--- config.mk ---
export PLATFORM = sky130hd
export DESIGN_NAME = regfile_dump_tx
export DESIGN_NICKNAME = d
export VERILOG_FILES = /design/src/rtl/rv32i_dbg_pkg.sv /design/src/rtl/regfile_dump_tx.sv
export SDC_FILE = /design/constraint.sdc
export NUM_CORES = 1
export LEC_CHECK = 0
export CAP_MARGIN = 15
export CORE_UTILIZATION = 45
export CTS_BUF_LIST = sky130_fd_sc_hd__clkbuf_4
export DETAILED_ROUTE_END_ITERATION = 6
export PLACE_DENSITY = 0.82
export SLEW_MARGIN = 40
export SYNTH_ARGS = -nofsm -noshare
export SYNTH_HDL_FRONTEND = slang
export SYNTH_SLANG_ARGS = --single-unit
export TNS_END_PERCENT = 50
--- constraint.sdc ---
create_clock -name top_clk -period 4 [get_ports top_clk]
set_input_delay 0.8 -clock top_clk [delete_from_list [all_inputs] [get_ports top_clk]]
set_output_delay 0.8 -clock top_clk [all_outputs]
set_load 0.005 [all_outputs]
--- src/rtl/rv32i_dbg_pkg.sv ---
// Shared definitions for the RV32I debug register-file dump path:
// FSM states, frame geometry and header layout.
package rv32i_dbg_pkg;

    typedef enum logic [1:0] {
        StIdle,
        StHdr,
        StPc,
        StRegs
    } dump_state_e;

    localparam logic [15:0] HDR_TAG_DEFAULT = 16'hCAFE;
    localparam int unsigned FRAME_LEN       = 34;

    // Header word layout: {tag[15:0], seq[7:0], len[7:0]}
    localparam int unsigned HDR_TAG_LSB = 16;
    localparam int unsigned HDR_SEQ_LSB = 8;
    localparam int unsigned HDR_LEN_LSB = 0;

    function automatic logic [31:0] make_header(input logic [15:0] tag, input logic [7:0] seq);
        logic [31:0] hdr;
        hdr = '0;
        hdr[HDR_TAG_LSB +: 16] = tag;
        hdr[HDR_SEQ_LSB +: 8]  = seq;
        hdr[HDR_LEN_LSB +: 8]  = 8'(FRAME_LEN);
        return hdr;
    endfunction

endpackage

--- src/rtl/regfile_dump_tx.sv ---
// Streams a snapshot frame (header, PC, x0..x31) of the CPU register file over a
// valid/ready link, reading registers through the second (debug) read port.
module regfile_dump_tx
    import rv32i_dbg_pkg::*;
#(
    parameter logic [15:0] HDR_TAG = HDR_TAG_DEFAULT,
    parameter int unsigned NREGS   = 32
) (
    input  logic        top_clk,
    input  logic        top_rst_n,
    input  logic        dump_req,
    input  logic [31:0] pc_in,
    output logic [4:0]  rf_raddr,
    input  logic [31:0] rf_rdata,
    output logic        tx_valid,
    input  logic        tx_ready,
    output logic [31:0] tx_data,
    output logic        tx_last,
    output logic        busy
);

    localparam logic [5:0] LastWord = 6'(NREGS + 1);

    dump_state_e state_q;
    logic [7:0]  seq_q;
    logic [5:0]  word_idx_q;
    logic [31:0] pc_q;
    logic        accept;

    assign accept = tx_valid & tx_ready;

    // Register index of word w is w[4:0]-2, so the next word's register is w[4:0]-1.
    // In PC this yields x0; after x31 it wraps back to 0.
    always_comb begin
        rf_raddr = '0;
        if (state_q == StPc || state_q == StRegs) begin
            rf_raddr = word_idx_q[4:0] - 5'd1;
        end
    end

    always_ff @(posedge top_clk or negedge top_rst_n) begin
        if (!top_rst_n) begin
            state_q    <= StIdle;
            tx_valid   <= 1'b0;
            tx_last    <= 1'b0;
            tx_data    <= '0;
            busy       <= 1'b0;
            seq_q      <= '0;
            word_idx_q <= '0;
            pc_q       <= '0;
        end else begin
            unique case (state_q)
                StIdle: begin
                    if (dump_req) begin
                        state_q    <= StHdr;
                        pc_q       <= pc_in;
                        tx_data    <= make_header(HDR_TAG, seq_q);
                        tx_valid   <= 1'b1;
                        tx_last    <= 1'b0;
                        busy       <= 1'b1;
                        word_idx_q <= '0;
                    end
                end
                StHdr: begin
                    if (accept) begin
                        state_q    <= StPc;
                        tx_data    <= pc_q;
                        word_idx_q <= 6'd1;
                    end
                end
                StPc: begin
                    if (accept) begin
                        state_q    <= StRegs;
                        tx_data    <= rf_rdata;
                        word_idx_q <= 6'd2;
                    end
                end
                StRegs: begin
                    if (accept) begin
                        if (word_idx_q == LastWord) begin
                            state_q    <= StIdle;
                            tx_valid   <= 1'b0;
                            tx_last    <= 1'b0;
                            busy       <= 1'b0;
                            seq_q      <= seq_q + 8'd1;
                            word_idx_q <= '0;
                        end else begin
                            tx_data    <= rf_rdata;
                            word_idx_q <= word_idx_q + 6'd1;
                            tx_last    <= (word_idx_q + 6'd1 == LastWord);
                        end
                    end
                end
                default: state_q <= StIdle;
            endcase
        end
    end

endmodule

==> results.cfg, run 1 <==
[status]
status = finished, final reports clean

[grt]
grtUsageMet1 = 0.272
busiest_layer = met2
grt_pass1_vias = 3206
antenna_found_initial = 0
grt_max_degree = 83
grt_usage = 0.221
grt_util_met3 = 0.0703
grt_overflow_total = 0
met2_usage = 0.358
grt_pass1_wl_mm = 15.3

[final_layout]
drive_gt1_frac = 0.186
syn2layout_area_growth_pct = 34.0
final_util = 0.634
layout.nets = 508
fillers = 654
n_antenna_cell = 0

[die]
initial_core_util = 0.473
fp.dieW_um = 95.9
core_mm2 = 0.00838
die-area_mm2 = 0.00920
boundaryPins = 108
die_h_um = 95.9
rows = 33

[power]
p_per_area_mw_per_mm2 = 299
vdd_drop_max_mv = 0.262
fin_total_pwr_mw = 1.59
leakagePower_nw = 2.40

[clock_network]
clock_sinks = 82
cts_hold_buf = 0
path_clk_slew_ns = 0.13
insertion_delay_ns = 0.43
clockRootBuffer = clkbuf_4
cts_max_level = 3
cts_tree = done
cts_made_buffers = 9
cts.path.max_buffers = 2
post_cts_resize_count = 0
post_cts_buffers = 0

[placed_design]
io_buffers = 107
dp_hpwl_mm = 6.39
place_congestion = 0.821
preCtsSetupSlack_ns = 1.21

[synth]
synth_edf_count = 0
post-synth-top-area-cell = dfrtp_1
synth_area_leaders = dfrtp_1 52%, mux2_2 16%, a221o_1 3.3%
synthesis.area_mm2 = 0.00397
synth_fp_nets = 407
synth_commonest_cells = 82 x dfrtp_1, 55 x mux2_2, 18 x nand2_1, 16 x o21ai_0, 14 x nor2_1
synthFlopType = dfrtp_1
ys_seq_area_frac = 0.517
post-synth-top-count-cell = dfrtp_1
syn_inst = 329
synth_cell_types = 41
ys.warnings.count = 0
synth_top_area_share = 0.517
synthArstFlopShare = 1.00
syn_avg_cell_area_um2 = 12.1
synth-seq-cells = 82

[timing]
setup_violations = 0
timing.final.crit_period_ns = 3.08
worst_pin_slew_ns = 0.735
rsz0062_at_grt = false
tns_ns = 0
finalClockSkew_ns = 0.0124
hold_violations = 0
fin_ws_ns = 0.925
max_freq_ghz = 0.325
period_share = 0.769
slew_headroom = 0.510
drv_slew = 0

[setup_path]
crit_fanout = 14
reg2reg_depth = 4
cp-endpoint = rf_raddr[3]
cp.buffers_inverters = 1
path_depth = 4
startpoint = state_q[1]$_DFFE_PN0P_
cp-start-kind = flip-flop
reg2reg_slack_ns = 1.73
path_cells = ha_1 > nor2_1 > nor2_1 > clkdlybuf4s50_1
crit_top_cell = nor2_1
slowest_delay_ns = 0.51
crit_required_ns = 3.20
criticalPathCategory = reg -> out
critPathSlowestCell = clkdlybuf4s50_1
r2r_start = state_q[1]$_DFFE_PN0P_
critPathTopFamily = buffers and inverters
reg2reg_to = tx_data[25]$_DFFE_PN0P_
end_kind = primary output
worstPathArrival_ns = 2.28

[job]
cap_violations = 0

[detailed_routing]
drtIter0Drc = 137
drt-pass1-iter-count = 4
wl_per_cell_um = 17.1
drt-total-wl_mm = 9.22
route.antenna.remaining_nets = 0
vias = 3059
vias_per_cell = 5.66
remaining_drc_errors = 0

[worst_hold_path]
hold_path_class = in -> async
## final cells by class
type	count	area (um^2)	share of cell area
Sequential cell	82	2050	0.386
Clock inverter	6	138	0.0259
Multi-Input combinational cell	219	1790	0.336
Timing Repair Buffer	112	1110	0.209
Clock buffer	10	75.1	0.0141
Inverter	6	22.5	0.00424
Tap cell	105	131	0.0247
## stage by stage
step	cells	area [um^2]	hold WS, ns
4_1_cts	540	5320	0.405
5_1_grt	540	5320	0.421
3_5_place_dp	524	5100	0.461
6_report	540	5320	0.374
3_3_place_gp	524	5100	0.462
2_1_floorplan	329	3970	0.442
## cells by family (layout without fill, tap and decap cells)
family,count (synthesis),after routing,synth area share
xor+xnor,11,11,0.0243
compound gates,78,78,0.152
fa+ha+maj,10,10,0.0315
simple gates,64,64,0.0826
mux,56,56,0.159
flops,82,82,0.517
buf+inv,28,134,0.0337
## flip-flops by register name, indices dropped and copies added (netlist names)
register / flops
pc_q: 32
tx_data: 32
seq_q: 8
word_idx_q: 6
state_q: 2
busy: 1
tx_last: 1
## layout by cell type, fill, tap and decap left out, drive strengths merged, types with 5 or more instances in the layout
cell type      netlist  layout
clkdlybuf4s50        0     106
a21oi                7       7
clkbuf              12      10
dfrtp               82      82
inv                  6       7
xnor2                6       6
nand4                6       6
ha                  10      10
nor3                 6       6
xor2                 5       5
nand2               18      18
o21ai               17      17
nor2                14      14
buf                 10       6
nand2b               6       6
a221o               13      13
mux2                55      55
a32o                10      10
a22oi               10      10
a22o                11      11
## where the power goes
group          leakage, nW  internal [mW]  switching (mW)
Clock                0.111          0.390           0.285
Combinational         1.17         0.0573          0.0263
Sequential            1.13          0.829               0
Total                 2.40           1.28           0.312
## worst min path at each step
stage | end | start | cells past startpoint | slack (ns)
floorplan | seq_q[7]$_DFFE_PN0P_ | seq_q[7]$_DFFE_PN0P_ | 1 | 0.44
global placement | seq_q[7]$_DFFE_PN0P_ | seq_q[7]$_DFFE_PN0P_ | 1 | 0.46
detailed placement | seq_q[7]$_DFFE_PN0P_ | seq_q[7]$_DFFE_PN0P_ | 1 | 0.46
CTS | pc_q[29]$_DFFE_PN0P_ | top_rst_n | 1 | 0.41
global route | pc_q[29]$_DFFE_PN0P_ | top_rst_n | 1 | 0.42
finish | pc_q[26]$_DFFE_PN0P_ | top_rst_n | 1 | 0.37
## layer usage
metal / wire [um] / vias up
met2: 4490 / 101
li1: - / 1427
met5: 0 / -
met4: 206 / 0
met1: 3830 / 1513
met3: 702 / 18
Power figures use the tool's default switching activity.
==> run 2: changes to the inputs <==
==> constraint.sdc (replaced) <==
create_clock -name top_clk -period 2.91 [get_ports top_clk]
set_input_delay 0.582 -clock top_clk [delete_from_list [all_inputs] [get_ports top_clk]]
set_output_delay 0.582 -clock top_clk [all_outputs]
set_load 0.005 [all_outputs]
==> results.cfg, run 2 (synthesis results as in run 1) <==
[status]
status = finished, final reports clean

[clock_network]
insertion_delay_ns = 0.41
cts_made_buffers = 9
cts_hold_buf = 0
path_clk_slew_ns = 0.14
clock_sinks = 82
cts_tree = done
post_cts_resize_count = 0
clockRootBuffer = clkbuf_4
cts_max_level = 3
post_cts_buffers = 0
cts.path.max_buffers = 2

[power]
p_switching_mw = 0.428
p_int_mw = 1.65
swShare = 0.206
p_clk_frac = 0.398
seqPwrFrac = 0.547
p_per_area_mw_per_mm2 = 391
pwr-share-comb = 0.055
leakagePower_nw = 2.40
vdd_drop_max_mv = 0.253

[timing]
max_freq_ghz = 0.371
finalClockSkew_ns = 0.0177
worst_pin_slew_ns = 0.726
hold_violations = 0
period_share = 0.925
timing.final.crit_period_ns = 2.69
setup_violations = 0
slew_headroom = 0.516
drv_slew = 0
fin_ws_ns = 0.218
tns_ns = 0
rsz0062_at_grt = false

[final_layout]
syn2layout_area_growth_pct = 34.3
largest_registers = pc_q x32, tx_data x32, seq_q x8
drive_gt1_frac = 0.188
final_util = 0.636
n_antenna_cell = 0
layout.nets = 510
fillers = 627
layout_common_cells = 106 x clkdlybuf4s50_1, 82 x dfrtp_1, 55 x mux2_2
final_common_cell = clkdlybuf4s50_1
seqCellArea_mm2 = 0.00205
multi_input_area_mm2 = 0.00179

[grt]
antenna_found_initial = 0
grt_usage = 0.221
grt_pass1_vias = 3175
grt_overflow_total = 0
grt_pass1_wl_mm = 15.5
grt_max_degree = 83

[die]
core_mm2 = 0.00838
initial_core_util = 0.473
fp.dieW_um = 95.9
die_h_um = 95.9
rows = 33
die-area_mm2 = 0.00920
boundaryPins = 108

[placed_design]
dp_hpwl_mm = 6.40
io_buffers = 107
preCtsSetupSlack_ns = 0.446
place_congestion = 0.791

[setup_path]
crit_required_ns = 2.33
crit_fanout = 6
end_kind = primary output
worstPathArrival_ns = 2.11
cp-start-kind = flip-flop
criticalPathCategory = reg -> out

[detailed_routing]
dr_wl_met3_um = 685
vias_per_cell = 5.63
met1_length_mm = 4.01
wl_per_cell_um = 17.3
drt-total-wl_mm = 9.33
remaining_drc_errors = 0
wl_met2_mm = 4.51
drt-pass1-iter-count = 6
drtIter0Drc = 156
vias = 3046
top_layer_used = met4
route.antenna.remaining_nets = 0

[worst_hold_path]
hold_path_class = in -> async

[job]
cap_violations = 0
## run 2: cell count changes in the layout (fill, tap and decap cells not counted)
cell	change
clkinvlp_4	+1
bufinv_16	-1
buf_12	+2
clkbuf_4	-1
## run 2: per-layer routing
layer | GRT usage | vias up
met5 | 0 | -
met4 | 0.0672 | 0
met3 | 0.0648 | 12
met2 | 0.355 | 102
met1 | 0.291 | 1509
li1 | - | 1423
## run 2: layout make-up
type / count / area share
flip-flops and latches: 82 / 0.385
well taps: 105 / 0.0247
repair buffers: 114 / 0.216
clock inverters: 6 / 0.0216
clock buffers: 9 / 0.0127
multi-input cells: 219 / 0.336
inverters: 6 / 0.00423
## run 2: worst paths after layout
kind | from | endpoint | slack, ns | cells after the start
hold reg to reg | seq_q[7]$_DFFE_PN0P_ | seq_q[7]$_DFFE_PN0P_ | 0.48 | 1
max in group asynchronous | top_rst_n | seq_q[7]$_DFFE_PN0P_ | 2.23 | 1
hold / removal | top_rst_n | pc_q[2]$_DFFE_PN0P_ | 0.20 | 1
setup reg to reg | state_q[1]$_DFFE_PN0P_ | tx_data[27]$_DFFE_PN0P_ | 0.68 | 5
min in group top_clk | seq_q[7]$_DFFE_PN0P_ | seq_q[7]$_DFFE_PN0P_ | 0.48 | 1
setup / recovery | state_q[0]$_DFFE_PN0P_ | rf_raddr[4] | 0.22 | 5
## run 2: power by group through the flow
stage | sequential [mW] | clock, mW | combinational (mW)
after detailed placement | 1.16 | 0 | 0.116
after global placement | 1.16 | 0 | 0.114
after CTS | 1.14 | 0.846 | 0.116
after floorplan | 1.16 | 0 | 0.000961
after global routing | 1.14 | 0.897 | 0.124
final | 1.14 | 0.828 | 0.114
## run 2: worst max-delay path, stage by stage, from the launching register on
cell and delay, ns:
dfrtp_1 0.43, inv_1 0.14, ha_1 0.29, nor2_1 0.31, nor2_1 0.09, clkdlybuf4s50_1 0.45
## run 2: per-stage QoR
step | area, um^2 | total power, mW | hold slack (ns) | instances
2_1_floorplan | 3970 | 1.16 | 0.286 | 329
3_3_place_gp | 5140 | 1.28 | 0.462 | 526
3_5_place_dp | 5140 | 1.28 | 0.466 | 526
4_1_cts | 5330 | 2.10 | 0.200 | 541
5_1_grt | 5330 | 2.16 | 0.220 | 541
6_report | 5330 | 2.08 | 0.197 | 541
